<file path="src/rtl/prog_stream_loader.sv">
// rtl/prog_stream_loader.sv - stream-fed instruction memory loader
//
// Purpose:
//   Accepts program words over a valid/ready stream and writes them into an
//   instruction memory starting at a programmable base address. Tracks the
//   number of accepted words, a modular checksum, and flags overflow when the
//   stream runs past the top address without an in_last marker.
//
// Ports:
//   clock, reset      - rising-edge clock, asynchronous active-high reset
//   start_load        - one-cycle start request (IDLE/DONE/ERROR only)
//   base_addr         - first write address, latched on an accepted start
//   in_valid, in_data, in_last, in_ready - program word stream
//   mem_addr, mem_write_data, mem_write  - registered memory write port
//   busy              - high while loading or zero filling
//   load_complete     - sticky success flag
//   load_error        - sticky overflow flag
//   word_count        - stream words accepted in this load
//   checksum          - sum of accepted words modulo 2**DATA_WIDTH
//
// Configuration:
//   LOADER_ZERO_FILL_EN - when defined, the addresses above the last loaded
//                         word are zeroed before load_complete is raised.

module prog_stream_loader #(
  parameter int DATA_WIDTH = 16,
  parameter int ADDR_WIDTH = 5
) (
  input  logic                  clock,
  input  logic                  reset,
  input  logic                  start_load,
  input  logic [ADDR_WIDTH-1:0] base_addr,
  input  logic                  in_valid,
  input  logic [DATA_WIDTH-1:0] in_data,
  input  logic                  in_last,
  output logic                  in_ready,
  output logic [ADDR_WIDTH-1:0] mem_addr,
  output logic [DATA_WIDTH-1:0] mem_write_data,
  output logic                  mem_write,
  output logic                  busy,
  output logic                  load_complete,
  output logic                  load_error,
  output logic [ADDR_WIDTH:0]   word_count,
  output logic [DATA_WIDTH-1:0] checksum
);

  typedef enum logic [2:0] {
    ST_IDLE,
    ST_LOAD,
    ST_FILL,
    ST_DONE,
    ST_ERROR
  } state_t;

  localparam logic [ADDR_WIDTH-1:0] ADDR_TOP = '1;
  localparam logic [ADDR_WIDTH-1:0] ADDR_ONE = ADDR_WIDTH'(1);
  localparam logic [ADDR_WIDTH:0]   WC_ONE   = (ADDR_WIDTH + 1)'(1);

  state_t                  state_q, state_d;
  logic [ADDR_WIDTH-1:0]   ptr_q, ptr_d;
  logic [ADDR_WIDTH-1:0]   mem_addr_q, mem_addr_d;
  logic [DATA_WIDTH-1:0]   mem_write_data_q, mem_write_data_d;
  logic                    mem_write_q, mem_write_d;
  logic                    load_complete_q, load_complete_d;
  logic                    load_error_q, load_error_d;
  logic [ADDR_WIDTH:0]     word_count_q, word_count_d;
  logic [DATA_WIDTH-1:0]   checksum_q, checksum_d;

  logic beat_accept;
  logic ptr_at_top;

  // Ready is purely a function of state so the source sees it in the cycle
  // right after the start edge and can stream back-to-back without bubbles.
  assign in_ready    = (state_q == ST_LOAD);
  assign busy        = (state_q == ST_LOAD) || (state_q == ST_FILL);
  assign beat_accept = in_valid && in_ready;
  assign ptr_at_top  = (ptr_q == ADDR_TOP);

  assign mem_addr       = mem_addr_q;
  assign mem_write_data = mem_write_data_q;
  assign mem_write      = mem_write_q;
  assign load_complete  = load_complete_q;
  assign load_error     = load_error_q;
  assign word_count     = word_count_q;
  assign checksum       = checksum_q;

  always_ff @(posedge clock or posedge reset) begin
    if (reset) begin
      state_q          <= ST_IDLE;
      ptr_q            <= '0;
      mem_addr_q       <= '0;
      mem_write_data_q <= '0;
      mem_write_q      <= 1'b0;
      load_complete_q  <= 1'b0;
      load_error_q     <= 1'b0;
      word_count_q     <= '0;
      checksum_q       <= '0;
    end else begin
      state_q          <= state_d;
      ptr_q            <= ptr_d;
      mem_addr_q       <= mem_addr_d;
      mem_write_data_q <= mem_write_data_d;
      mem_write_q      <= mem_write_d;
      load_complete_q  <= load_complete_d;
      load_error_q     <= load_error_d;
      word_count_q     <= word_count_d;
      checksum_q       <= checksum_d;
    end
  end

  always_comb begin
    state_d          = state_q;
    ptr_d            = ptr_q;
    mem_addr_d       = mem_addr_q;
    mem_write_data_d = mem_write_data_q;
    mem_write_d      = 1'b0;
    load_complete_d  = load_complete_q;
    load_error_d     = load_error_q;
    word_count_d     = word_count_q;
    checksum_d       = checksum_q;

    case (state_q)
      ST_IDLE, ST_DONE, ST_ERROR: begin
        // The sticky flags are raised from the resting state rather than on
        // the final write, so they appear one cycle after the last strobe,
        // exactly when mem_write falls.
        if (state_q == ST_DONE) begin
          load_complete_d = 1'b1;
        end
        if (state_q == ST_ERROR) begin
          load_error_d = 1'b1;
        end
        if (start_load) begin
          ptr_d           = base_addr;
          word_count_d    = '0;
          checksum_d      = '0;
          load_complete_d = 1'b0;
          load_error_d    = 1'b0;
          state_d         = ST_LOAD;
        end
      end

      ST_LOAD: begin
        if (beat_accept) begin
          mem_write_d      = 1'b1;
          mem_addr_d       = ptr_q;
          mem_write_data_d = in_data;
          word_count_d     = word_count_q + WC_ONE;
          checksum_d       = checksum_q + in_data;
          if (ptr_at_top) begin
            // The pointer never wraps: a word landing on the top address
            // either ends the load cleanly or is an overflow.
            if (in_last) begin
              state_d = ST_DONE;
            end else begin
              state_d = ST_ERROR;
            end
          end else begin
            ptr_d = ptr_q + ADDR_ONE;
            if (in_last) begin
`ifdef LOADER_ZERO_FILL_EN
              state_d = ST_FILL;
`else
              state_d = ST_DONE;
`endif
            end
          end
        end
      end

      ST_FILL: begin
`ifdef LOADER_ZERO_FILL_EN
        // Zero one address per cycle, starting just above the last loaded
        // word, so stale code from a previous longer image cannot run.
        mem_write_d      = 1'b1;
        mem_addr_d       = ptr_q;
        mem_write_data_d = '0;
        if (ptr_at_top) begin
          state_d = ST_DONE;
        end else begin
          ptr_d = ptr_q + ADDR_ONE;
        end
`else
        state_d = ST_IDLE;
`endif
      end

      default: begin
        state_d = ST_IDLE;
      end
    endcase
  end

endmodule

</file>
<file path="config.mk">
export PLATFORM = sky130hd
export DESIGN_NAME = prog_stream_loader
export DESIGN_NICKNAME = d
export VERILOG_FILES = /design/src/rtl/prog_stream_loader.sv
export SDC_FILE = /design/constraint.sdc
export NUM_CORES = 1
export LEC_CHECK = 0
export ABC_CLOCK_PERIOD_IN_PS = 3000
export CAP_MARGIN = 20
export CORE_MARGIN = 2
export CORE_UTILIZATION = 30
export DETAILED_ROUTE_END_ITERATION = 8
export HOLD_SLACK_MARGIN = 0.05
export SLEW_MARGIN = 10
export SYNTH_ARGS = -nofsm -noshare
export SYNTH_HDL_FRONTEND = slang
export SYNTH_SLANG_ARGS = --single-unit
export TNS_END_PERCENT = 20
</file>
<file path="constraint.sdc">
create_clock -name clock -period 3 [get_ports clock]
set_input_delay 0.3 -clock clock [delete_from_list [all_inputs] [get_ports clock]]
set_output_delay 0.3 -clock clock [all_outputs]
set_load 0.05 [all_outputs]
</file>
# Word-level counts from Yosys, hierarchy flattened
# Index checks and enable logic that the tools add are counted.
classes:
  n_bitwise: 0
  n_eq_ne: 9
  div: 0
  n_mul: 0
  n_mux: 22
  n_reduce_logical: 13
  addsub: 3
  n_shift: 0
  order_cmp: 0
op_table:
  columns: ["op", "n"]
  rows:
  - ["16-bit 2-to-1 mux", 2]
  - ["16-bit one-hot mux with 2 select lines", 1]
  - ["16-bit adder", 1]
  - ["3-bit 2-to-1 mux", 5]
  - ["5-bit 2-to-1 mux", 3]
  - ["6-bit 2-to-1 mux", 2]
  - ["6-bit one-hot mux with 2 select lines", 1]
  - ["5-bit one-hot mux with 2 select lines", 1]
  - ["6-bit by 1-bit adder with 6-bit output (second input constant)", 1]
  - ["3-bit by 2-bit equality test with 1-bit output (second input constant)", 2]
  - ["1-bit 2-to-1 mux", 6]
  - ["3-bit one-hot mux with 2 select lines", 1]
  - ["2-bit AND reduction", 3]
  - ["3-bit AND reduction", 2]
  - ["2-bit nonzero test", 3]
  - ["5-bit by 1-bit adder with 5-bit output (second input constant)", 1]
  - ["5-bit equality test (second input constant)", 1]
  - ["2-bit != test (second input constant)", 2]
  - ["4-bit AND reduction", 1]
  - ["3-bit by 1-bit equality test with 1-bit output (second input constant)", 1]
  - ["3-bit equality test (second input constant)", 1]
  - ["3-bit logical NOT", 1]
  - ["3-bit by 2-bit != test with 1-bit output (second input constant)", 1]
  - ["3-bit OR reduction", 1]
  - ["3 further kinds", 3]
totals:
  mem_count: 0
  input_bits: 26
  mem_bits_ro: 0
  latchBits: 0
  register_bits: 54
  output_inout_bits: 48
  ramBits: 0
  word_cells: 56

# Depth between registers and ports, before layout
# Gate-level depths: netlist of the first run.
logic_depth:
  depth_word: 4
  depth_mapped: 9
  mapped_depth_nobuf: 9

# Least setup slack after synthesis of the first run
# Ideal clock, no wire load.
synth_path:
  path_kind: "register -> register"
  start: "register checksum_q[0], in the netlist checksum[0]"
  end: "register checksum_q[14], in the netlist checksum[14]"
  stages_incl_launch_ff: 10
  path_slack_ps: 589
  setup_time_ps: 126
  synth_period_minus_slack_ps: 2411
  path_buffers: 0
  t_arrival_ps: 2285
  cell_sequence: "dfrtp_1 -> ha_1 -> fa_1 -> a21oi_1 -> o211ai_1 -> o211ai_1 -> o211ai_1 -> nor3_1 -> mux2i_1 -> nand3_1"
synth_via:
  elab_chain_len: 3
synth_rtl:
  columns: ["item", "line", "rtl"]
  rows:
  - ["start, declared", "67", "logic [DATA_WIDTH-1:0] checksum_q, checksum_d;"]
  - ["start signal, assigned", "107", "checksum_q <= checksum_d;"]
  - ["16-bit adder", "149", "checksum_d = checksum_q + in_data;"]
  - ["16-bit 2-to-1 mux", "144", "if (beat_accept) begin"]
  - ["16-bit one-hot mux with 2 select lines", "122", "case (state_q)"]
# No other way between the ends. The select of a mux whose other input is x is not followed.
# A chain may end at the register's enable or synchronous reset.

# Final worst setup path of the first run
layout_path:
  start: "input in_data[0]"
  end: "register checksum_q[14], in the netlist checksum[14]"
layout_via:
  elab_chain_len: 3
layout_rtl:
  columns: ["item", "line", "rtl"]
  rows:
  - ["start, declared", "34", "input logic [DATA_WIDTH-1:0] in_data,"]
  - ["16-bit adder", "149", null]
  - ["16-bit 2-to-1 mux", "144", null]
  - ["16-bit one-hot mux with 2 select lines", "122", null]
# No other way between the ends. The select of a mux whose other input is x is not followed.

==> summary.log, run 1 <==
[status] result of the run finished clean
[yosys] primary flip-flop cell chosen by synthesis mapping dfrtp_1
[grt] initial antenna violation count 0
[power_and_ir_drop] power share of the combinational group 63.4%
[clock_tree] clock input transition at the sequential cells of the worst setup and hold paths 0.10 ns
[clock_tree] Post-CTS Repair Setup Buffers 0
[yosys] netlist area before placement 2920 µm²
[timing] final worst path period need 2.44 ns
[grt] overflow left after global routing 0
[job] number of max-cap violations 0
[drt] detailed-route via count 2,454
[min_path] path class of the lowest-slack min-delay path in -> async
[clock_tree] number of buffers inserted during clock tree synthesis 5
[drt] Detail Route Antenna Nets 0
[cells_and_area] synth-to-layout area growth 33.2%
[timing] final-report max-slew violation count 0
[grt] GRT Util Overall 13.7%
[clock_tree] maximum root-to-sink buffer count 2
[drt] DRC marker count from the first detailed-route iteration 79
[die] x dimension of the die 103 µm
[timing] share of the cycle needed by the critical path after routing 81.4%
[drt] count of TritonRoute iterations in the first routing pass 4
[drt] drt drc 0
[cells_and_area] post-route insts no fill 525
[yosys] Mapped Cells 319
[setup_path] crit path max fanout 4
[setup_path] Startpoint Class primary input
[yosys] share of async-settable or async-resettable flops after synthesis 100%
[die] top-level port count 74
[die] Die H 103 µm
[timing] setup TNS 0 ns
[yosys] synth warn 0
[yosys] net count of the mapped netlist 364
[die] number of standard-cell rows in the floorplan 36
[power_and_ir_drop] clock power share 8.8%
[place] cell count after placement 517
[yosys] Netlist cell types 45
[clock_tree] number of H-tree levels 2
[die] effective utilization at floorplan 30.5%
[die] Core ar. 9590 µm²
[drt] Avg WL per Cell 13.3 µm
[grt] global-route wire length before repair 11,600 µm
[clock_tree] cts hold-fix bufs 0
[power_and_ir_drop] share of power burned in registers 27.8%
[clock_tree] clock sink total 54
[power_and_ir_drop] static leakage 1.75 nW
[clock_tree] Post-CTS Resized 0
[timing] RSZ-0062 raised after global routing false
[setup_path] Crit path required time 3.19 ns
[yosys] number of flops mapped to enable cells by yosys 0
[place] HPWL Detailed 4980 µm
[power_and_ir_drop] maximum vdd drop 0.587 mV
[drt] overall routed net length 7000 µm
[cells_and_area] share of layout cells above drive strength 1 4.59%
[grt] maximum number of pins on one net before global-route repair 39
[yosys] synthesized area per cell 9.16 µm²
[power_and_ir_drop] cell internal pwr 2.27 mW
[setup_path] arrival time at the worst endpoint 2.64 ns
[cells_and_area] most frequent cells in the layout 94 x nand2_1, 73 x clkdlybuf4s50_1, 54 x dfrtp_1
[cells_and_area] final antenna diode count 0
[yosys] flop and latch count out of synthesis 54
[timing] Achievable Freq 409 MHz
[clock_tree] Root Buffer clkbuf_8
[power_and_ir_drop] power dissipated by switching net loads 2.44 mW
[power_and_ir_drop] Power Total 4.71 mW
[setup_path] category of the most critical setup path in -> reg
[timing] pin slew with the least headroom to its limit 0.844 ns
[clock_tree] clock latency on the worst-skew pair 0.30 ns
[place] Placer Congestion 0.863
[cells_and_area] commonest non-fill, non-tap cell in the layout nand2_1
[cells_and_area] final net count 436
[timing] worst-case hold slack 0.407 ns
[timing] final number of hold-violating endpoints 0
[place] I/O Buffers 73
[timing] Slew headroom 43.4%
[setup_path] sort of element at the end of the critical path flop
[clock_tree] TritonCTS clock tree built
[die] area enclosed by the die boundary 10,500 µm²
[power_and_ir_drop] switching part of the total power 51.8%
[power_and_ir_drop] pwr/cell area 1210 nW/µm²
[drt] number of vias per cell 4.67
[timing] setup skew after layout 0.00601 ns
[grt] number of global-route vias before repair 2,493
[timing] setup violation total in the final timing report 0
[yosys] sequential element share of the synthesized area 46.3%
[metal layers]
metal  wire, µm  part of all wire [%]  GRT usage (%)  vias to the layer above
li1           -                     -              -                     1241
met1       3470                    50           18.8                     1152
met2       3140                    45           22.7                       57
met3        347                   5.0           2.78                        4
met4         37                  0.53           2.46                        0
met5          0                     0              0                        -
[metrics by stage]
step	util (%)	setup slack, ns	instance area (µm²)
global placement	39.7	0.273	3800
CTS	40.6	0.548	3890
finish	40.6	0.558	3890
detailed placement	39.7	0.251	3800
global route	40.6	0.442	3890
floorplan	-	0.589	2920
[critical path, stage by stage]
cell and delay (ns):
clkdlybuf4s50_1 0.43, ha_1 0.23, fa_1 0.40, a21oi_1 0.27
o211ai_1 0.12, o211ai_1 0.20, o211ai_1 0.17, nor3_1 0.22
mux2i_1 0.22, nand3_1 0.09
[state kept, by name (all words and copies together) (netlist names)]
register,count
mem_addr,5
load_error,1
word_count,6
load_complete,1
mem_write,1
state_q,3
ptr_q,5
checksum,16
mem_write_data,16
[Yosys cell counts (all sizes together) (2+ instances only)]
library cell,count,area (µm²)
xnor2,8,70.1
clkbuf,4,15.0
and2b,2,16.3
or3,3,18.8
o21bai,4,41.3
nor3,4,20.0
a21o,2,15.0
o21ai,22,110
nand3,6,30.0
o22ai,2,12.5
inv,6,22.5
nor3b,3,22.5
xor2,8,70.1
a22o,3,26.3
mux2i,4,40.0
mux2,2,26.3
dfrtp,54,1350
ha,18,225
a31oi,2,12.5
o211ai,6,45.0
nor2b,3,18.8
nor2,11,48.8
nand2,94,353
a21oi,25,125
nand2b,4,25.0
buf,6,26.3
[path summary, 6_finish.rpt]
kind                       cells past startpoint                          start                              to  slack (ns)
min in group clock                             2  mem_write_data[4]$_DFFE_PP0P_   mem_write_data[4]$_DFFE_PP0P_        0.48
setup reg to reg                               9        checksum[0]$_DFFE_PP0P_        checksum[14]$_DFFE_PP0P_        0.58
max in group asynchronous                      3                          reset  mem_write_data[14]$_DFFE_PP0P_        2.02
setup / recovery                              10                     in_data[0]        checksum[14]$_DFFE_PP0P_        0.56
hold / removal                                 2                          reset            ptr_q[3]$_DFFE_PP0P_        0.41
hold reg to reg                                2  mem_write_data[4]$_DFFE_PP0P_   mem_write_data[4]$_DFFE_PP0P_        0.48
[cell type report]
class	count	area, µm²
Multi-Input combinational cell	248	1500
Sequential cell	54	1350
Inverter	7	26.3
Fill cell	983	5700
Clock inverter	2	13.8
Timing Repair Buffer	75	758
Tap cell	133	166
Clock buffer	6	72.6
[power by group through the flow]
stage          clock network (mW)  registers, mW  logic, mW
2_1_floorplan                   0           2.20       1.21
3_3_place_gp                    0           1.32       2.96
3_5_place_dp                    0           1.33       3.00
4_1_cts                     0.440           1.32       3.01
5_1_grt                     0.470           1.36       3.21
6_report                    0.416           1.31       2.99
[cell families (layout without fill, tap and decap cells)]
| logic type | after synthesis | after routing | synth area share, % |
|---|---|---|---|
| AO/OA/AOI/OAI | 72 | 72 | 15.2 |
| XOR/XNOR | 16 | 16 | 4.80 |
| adder cells (fa/ha/maj) | 19 | 19 | 8.39 |
| buffers and inverters | 17 | 90 | 2.31 |
| flip-flops | 54 | 54 | 46.3 |
| multiplexers | 6 | 6 | 2.27 |
| AND/OR/NAND/NOR | 135 | 135 | 20.8 |
No activity file was read; power rests on OpenSTA's default activity.
==> run 2: changes to the inputs <==
--- a/config.mk
+++ b/config.mk
@@ -5,7 +5,7 @@
 export SDC_FILE = /design/constraint.sdc
 export NUM_CORES = 1
 export LEC_CHECK = 0
-export ABC_CLOCK_PERIOD_IN_PS = 3000
+export ABC_CLOCK_PERIOD_IN_PS = 2300
 export CAP_MARGIN = 20
 export CORE_MARGIN = 2
 export CORE_UTILIZATION = 30
==> constraint.sdc (replaced) <==
create_clock -name clock -period 2.3 [get_ports clock]
set_input_delay 0.23 -clock clock [delete_from_list [all_inputs] [get_ports clock]]
set_output_delay 0.23 -clock clock [all_outputs]
set_load 0.05 [all_outputs]
==> run 2 against run 1 <==
  * Via count grew 4.5%
  * Critical path type unchanged
  * Register-to-register slack lost 0.41 ns
  * Wire length grew 2.3%
  * Largest cell class unchanged
  * Cell area grew 5.7%
  * Non-clock buffer count grew 26
  * First-iteration DRC count shrank 13%
  * Die area is the same
  * Sequential cell count is the same
  * Critical path depth is the same
  * Sequential share of layout area shrank 1.8 points
  * Clock skew grew 0.0088 ns
  * Count of clock-buffer cells in the layout is the same
==> summary.log, run 2 (synthesized netlist as in run 1, its figures left out) <==
[status] result of the run finished clean
[setup_path] cell with the largest stage delay on the worst path clkdlybuf4s50_1
[timing] Slew headroom 63.2% [+20 points]
[drt] overall routed net length 7160 µm [+2.3%]
[drt] Avg WL per Cell 13.0 µm [-2.5%]
[setup_path] Startpoint Class primary input
[setup_path] CP Cell Sequence clkdlybuf4s50_1, ha_4, fa_2, a21oi_2, o211ai_1, o211ai_1, o211ai_1, nor3_1, mux2i_1, nand3_1
[grt] initial antenna violation count 0 [unchanged]
[grt] number of global-route vias before repair 2,529 [+1.4%]
[power_and_ir_drop] pwr/cell area 1560 nW/µm² [+29%]
[clock_tree] maximum root-to-sink buffer count 2 [unchanged]
[timing] RSZ-0062 raised after global routing true
[timing] share of the cycle needed by the critical path after routing 93.2%
[grt] GRT Util Overall 14.3% [+0.59 points]
[setup_path] category of the most critical setup path in -> reg
[power_and_ir_drop] maximum vdd drop 0.836 mV [+42%]
[place] Placer Congestion 0.868 [+0.51%]
[die] top-level port count 74 [unchanged]
[die] Die H 103 µm [unchanged]
[job] number of max-cap violations 0 [unchanged]
[setup_path] critical path launch point in_data[0]
[drt] drt drc 0 [unchanged]
[die] effective utilization at floorplan 30.5% [unchanged]
[setup_path] cell mode on critical path o211ai_1
[die] x dimension of the die 103 µm [unchanged]
[clock_tree] number of buffers inserted during clock tree synthesis 5 [unchanged]
[setup_path] critical path's largest stage delay 0.47 ns [+0.04 ns]
[die] number of standard-cell rows in the floorplan 36 [unchanged]
[clock_tree] clock input transition at the sequential cells of the worst setup and hold paths 0.10 ns [about the same]
[min_path] path class of the lowest-slack min-delay path in -> async
[place] cell count after placement 542 [+4.8%]
[setup_path] Crit path required time 2.50 ns [-0.69 ns]
[timing] setup violation total in the final timing report 0 [unchanged]
[cells_and_area] share of layout cells above drive strength 1 12.4% [+7.8 points]
[die] Core ar. 9590 µm² [unchanged]
[place] HPWL Detailed 5220 µm [+4.7%]
[setup_path] number of buffer and inverter stages on the critical path 1 [unchanged]
[timing] worst-case hold slack 0.284 ns [-0.123 ns]
[timing] slack of the critical path 0.156 ns [-0.401 ns]
[place] worst setup slack before clock tree synthesis -0.236 ns [-0.488 ns]
[setup_path] R2R Path Start checksum[0]$_DFFE_PP0P_
[clock_tree] clock latency on the worst-skew pair 0.31 ns [about the same]
[place] I/O Buffers 73 [unchanged]
[cells_and_area] filler cell count in the final layout 950 [-3.4%]
[drt] count of TritonRoute iterations in the first routing pass 5 [+1]
[clock_tree] number of H-tree levels 2 [unchanged]
[drt] number of vias per cell 4.66 [-0.41%]
[cells_and_area] synth-to-layout area growth 40.8%
[setup_path] sort of element at the end of the critical path flop
[clock_tree] TritonCTS clock tree built
[timing] setup skew after layout 0.0148 ns [+0.00880 ns]
[cells_and_area] post-route insts no fill 551 [+5.0%]
[cells_and_area] commonest non-fill, non-tap cell in the layout nand2_1
[die] area enclosed by the die boundary 10,500 µm² [unchanged]
[grt] overflow left after global routing 0 [unchanged]
[power_and_ir_drop] static leakage 1.88 nW [+7.2%]
[clock_tree] Root Buffer clkbuf_8
[cells_and_area] most frequent cells in the layout 94 x nand2_1, 71 x clkdlybuf4s50_1, 53 x dfrtp_1
[setup_path] crit path max fanout 3 [-1]
[cells_and_area] final net count 462 [+6.0%]
[drt] Detail Route Antenna Nets 0 [unchanged]
[timing] final-report max-slew violation count 0 [unchanged]
[cells_and_area] final antenna diode count 0 [unchanged]
[drt] detailed-route via count 2,565 [+4.5%]
[timing] Achievable Freq 466 MHz
[clock_tree] cts hold-fix bufs 0 [unchanged]
[timing] pin slew with the least headroom to its limit 0.550 ns [-0.294 ns]
[setup_path] category of cells accounting for the largest share of critical-path delay adder cells
[timing] final number of hold-violating endpoints 0 [unchanged]
[clock_tree] clock sink total 54 [unchanged]
[timing] final worst path period need 2.14 ns
[grt] maximum number of pins on one net before global-route repair 55 [+41%]
[drt] DRC marker count from the first detailed-route iteration 69 [-13%]
[grt] global-route wire length before repair 11,900 µm [+2.7%]
[setup_path] arrival time at the worst endpoint 2.34 ns [-0.30 ns]
==> run 2: cell types whose count changed in the layout (fill, tap and decap cells not counted), moves of 2 or more <==
cell,delta
buf_4,+28
clkdlybuf4s50_1,-2
a21oi_2,+2
a21oi_1,-2
==> run 2: final timing paths <==
kind / slack, ns / to / depth (start not counted)
max: 0.16 / checksum[14]$_DFFE_PP0P_ / 10
min: 0.28 / state_q[2]$_DFFE_PP0P_ / 3
max reg2reg: 0.17 / checksum[14]$_DFFE_PP0P_ / 9
min reg2reg: 0.48 / mem_write_data[3]$_DFFE_PP0P_ / 2
max in group asynchronous: 1.75 / checksum[0]$_DFFE_PP0P_ / 3
min in group clock: 0.48 / mem_write_data[3]$_DFFE_PP0P_ / 2
==> run 2: tightest hold or removal path, stage by stage <==
cell,delay (ns)
clkdlybuf4s50_1,0.41
inv_2,0.07
buf_12,0.28
==> run 2: repair_timing <==
item	4_1_cts	5_1_grt
gates resized for setup	0	4
endpoints found under the setup margin	0	5
setup buffers	0	1
==> run 2: metrics by stage <==
step	setup TNS, ns	power, mW	area, µm²	utilization [%]
6_report	0	6.43	4110	42.9
3_5_place_dp	-1.39	5.88	3990	41.6
2_1_floorplan	0	4.46	2930	-
4_1_cts	0	6.48	4090	42.6
5_1_grt	-0.0284	6.92	4110	42.9
3_3_place_gp	-1.10	5.83	3990	41.6
==> run 2: cell type report <==
| type | count | area (µm²) | share of cell area [%] |
|---|---|---|---|
| multi-input combinational | 248 | 1530 | 37.1 |
| sequential | 54 | 1350 | 32.9 |
| timing repair buffer | 101 | 948 | 23.1 |
| tap | 133 | 166 | 4.05 |
| clock buffer | 6 | 82.6 | 2.01 |
| inverter | 7 | 26.3 | 0.639 |
| clock inverter | 2 | 12.5 | 0.304 |
==> run 2: layer usage <==
metal | vias up | part of all wire (%) | global-route usage, %
met4 | 0 | 0.71 | 3.69
met2 | 49 | 46 | 23.0
met1 | 1226 | 50 | 20.1
li1 | 1285 | - | -
met5 | - | 0 | 0
met3 | 5 | 3.9 | 2.37
==> run 2: where the power goes <==
part	internal (mW)	total, mW	leakage, nW	switching [mW]
registers	1.36	1.72	0.671	0.355
clock network	0.243	0.560	0.0472	0.317
logic	1.60	4.16	1.16	2.56
==> run 3: changes to the inputs <==
--- a/config.mk
+++ b/config.mk
@@ -10,7 +10,10 @@
 export CORE_MARGIN = 2
 export CORE_UTILIZATION = 30
 export DETAILED_ROUTE_END_ITERATION = 8
+export GPL_TIMING_DRIVEN = 0
 export HOLD_SLACK_MARGIN = 0.05
+export SETUP_SLACK_MARGIN = 0.15
+export SKIP_LAST_GASP = 1
 export SLEW_MARGIN = 10
 export SYNTH_ARGS = -nofsm -noshare
 export SYNTH_HDL_FRONTEND = slang
==> run 3 against run 2 <==
  * Critical path depth decreased by 1
  * Worst setup slack got worse by 0.11 ns
  * Hold slack lost 0.018 ns
  * Largest power group unchanged
  * Die area did not move
  * Fmax decreased by 4.9%
  * Cell count fell by 2.4%
  * Combinational power fell by 2%
  * Global-route usage up 0.20 points
  * Critical path type is now reg -> reg
==> summary.log, run 3 (synthesized netlist as in run 1, its figures left out) <==
[grt] number of global-route vias before repair 2,460 [-2.7%]
[grt] GRT Util Overall 14.5% [+0.20 points]
[place] HPWL Detailed 5470 µm [+4.8%]
[timing] setup TNS 0 ns [unchanged]
[setup_path] category of the most critical setup path reg -> reg
[timing] Achievable Freq 443 MHz [-4.9%]
[drt] Detail Route Antenna Nets 0 [unchanged]
[cells_and_area] synth-to-layout area growth 37.9%
[die] Core ar. 9590 µm² [unchanged]
[die] x dimension of the die 103 µm [unchanged]
[cells_and_area] post-route insts no fill 538 [-2.4%]
[timing] pin slew with the least headroom to its limit 0.539 ns [-0.0109 ns]
[job] number of max-cap violations 0 [unchanged]
[power_and_ir_drop] switching part of the total power 51.1% [+0.87 points]
[timing] RSZ-0062 raised after global routing true
[cells_and_area] commonest non-fill, non-tap cell in the layout nand2_1
[power_and_ir_drop] maximum vdd drop 0.748 mV [-11%]
[setup_path] sort of element at the end of the critical path flop
[cells_and_area] final net count 450 [-2.6%]
[power_and_ir_drop] cell internal pwr 3.09 mW [-3.4%]
[die] effective utilization at floorplan 30.5% [unchanged]
[power_and_ir_drop] share of power burned in registers 26.7% [about the same]
[place] placed cell area 3860 µm² [-3.3%]
[power_and_ir_drop] pwr/cell area 1570 nW/µm² [+0.36%]
[timing] share of the cycle needed by the critical path after routing 98.0% [+4.8 points]
[setup_path] crit path max fanout 4 [+1]
[clock_tree] clock input transition at the sequential cells of the worst setup and hold paths 0.10 ns [about the same]
[grt] global-route wire length before repair 12,000 µm [+0.70%]
[timing] final-report max-slew violation count 0 [unchanged]
[timing] final worst path period need 2.26 ns [+0.111 ns]
[place] Placer Congestion 0.804 [-7.3%]
[drt] number of vias per cell 4.69 [+0.82%]
[timing] setup violation total in the final timing report 0 [unchanged]
[cells_and_area] share of layout cells above drive strength 1 10.1% [-2.3 points]
[grt] initial antenna violation count 0 [unchanged]
[drt] overall routed net length 7400 µm [+3.4%]
[grt] overflow left after global routing 0 [unchanged]
[setup_path] Startpoint Class flop
[setup_path] Crit path required time 2.49 ns [about the same]
[timing] final number of hold-violating endpoints 0 [unchanged]
[timing] Slew headroom 64.0% [+0.73 points]
[timing] setup skew after layout 0.00662 ns [-0.00819 ns]
[clock_tree] clock latency on the worst-skew pair 0.30 ns [about the same]
[clock_tree] clock sink total 54 [unchanged]
[clock_tree] number of buffers inserted during clock tree synthesis 5 [unchanged]
[min_path] path class of the lowest-slack min-delay path in -> async
[place] cell count after placement 526 [-3.0%]
[die] number of standard-cell rows in the floorplan 36 [unchanged]
[grt] maximum number of pins on one net before global-route repair 35 [-36%]
[cells_and_area] final antenna diode count 0 [unchanged]
[drt] detailed-route via count 2,525 [-1.6%]
[clock_tree] maximum root-to-sink buffer count 2 [unchanged]
[power_and_ir_drop] power dissipated by switching net loads 3.23 mW [about the same]
[clock_tree] TritonCTS clock tree built
[clock_tree] number of H-tree levels 2 [unchanged]
[die] Die H 103 µm [unchanged]
[place] I/O Buffers 73 [unchanged]
[drt] DRC marker count from the first detailed-route iteration 57 [-17%]
[cells_and_area] final std cell area, no fill 4030 µm² [-2.0%]
[status] result of the run finished clean
[power_and_ir_drop] clock power share 8.6% [about the same]
[drt] drt drc 0 [unchanged]
[power_and_ir_drop] static leakage 1.79 nW [-5.0%]
[die] area enclosed by the die boundary 10,500 µm² [unchanged]
[die] top-level port count 74 [unchanged]
[drt] count of TritonRoute iterations in the first routing pass 6 [+1]
[cells_and_area] most frequent cells in the layout 94 x nand2_1, 71 x clkdlybuf4s50_1, 50 x dfrtp_1
[clock_tree] Root Buffer clkbuf_8
[setup_path] arrival time at the worst endpoint 2.44 ns [+0.10 ns]
[power_and_ir_drop] power share of the combinational group 64.6% [about the same]
[drt] Avg WL per Cell 13.8 µm [+5.9%]
run 3: per-stage QoR:
step / worst slack (ns) / power [mW] / utilization (%) / hold WS [ns]
CTS: -0.0506 / 6.28 / 41.1 / 0.293
global placement: -0.581 / 5.65 / 40.0 / 0.456
floorplan: 0.103 / 4.47 / - / 0.335
finish: 0.0449 / 6.32 / 42.0 / 0.266
global route: -0.0789 / 6.79 / 42.0 / 0.309
detailed placement: -0.318 / 5.72 / 40.3 / 0.462
run 3: timing repair:
| item | CTS | global route |
|---|---|---|
| pin swaps | 0 | 9 |
| hold endpoints to repair | 0 | 0 |
| setup endpoints to repair | 7 | 27 |
| hold buffers | 0 | 0 |
| gates cloned | 0 | 0 |
| buffers inserted | 0 | 5 |
| gates resized for setup | 2 | 13 |
run 3: power by group through the flow:
stage                     Sequential [mW]  Combinational, mW  Clock (mW)
final                                1.69               4.09       0.546
after global routing                 1.75               4.44       0.607
after CTS                            1.69               4.01       0.572
after detailed placement             1.71               4.01           0
after global placement               1.69               3.96           0
after floorplan                      2.88               1.60           0
run 3: path summary, 6_finish.rpt:
check	start	cells past startpoint	to	slack (ns)
worst max-delay path	checksum[0]$_DFFE_PP0P_	9	checksum[14]$_DFFE_PP0P_	0.04
worst min-delay path	reset	2	mem_write$_DFF_PP0_	0.27
worst max register to register	checksum[0]$_DFFE_PP0P_	9	checksum[14]$_DFFE_PP0P_	0.04
worst min register to register	mem_write_data[5]$_DFFE_PP0P_	2	mem_write_data[5]$_DFFE_PP0P_	0.48
max in group asynchronous	reset	3	checksum[8]$_DFFE_PP0P_	1.47
min in group clock	mem_write_data[5]$_DFFE_PP0P_	2	mem_write_data[5]$_DFFE_PP0P_	0.48
run 3: layer usage:
layer,global-route usage [%],vias to the layer above,routed length (µm)
met1,18.5,1192,3410
met3,3.80,2,477
met4,2.56,0,33
li1,-,1264,-
met5,0,-,0
met2,25.1,67,3480
run 3: area by class of cell:
| type | count | area [µm²] |
|---|---|---|
| buffer | 10 | 42.5 |
| clock buffer | 7 | 86.3 |
| fill | 976 | 5560 |
| inverter | 7 | 26.3 |
| multi-input combinational | 248 | 1570 |
| sequential | 54 | 1360 |
| tap | 133 | 166 |
| timing repair buffer | 79 | 786 |
run 3: worst max-delay path: stages, from the launching register on:
cell and delay [ns]:
dfrtp_2 0.43, ha_4 0.17, fa_2 0.37, a21oi_4 0.15, o211ai_1 0.10, o211ai_1 0.19
o211ai_1 0.21, nor3_1 0.21, mux2i_1 0.21, nand3_1 0.09
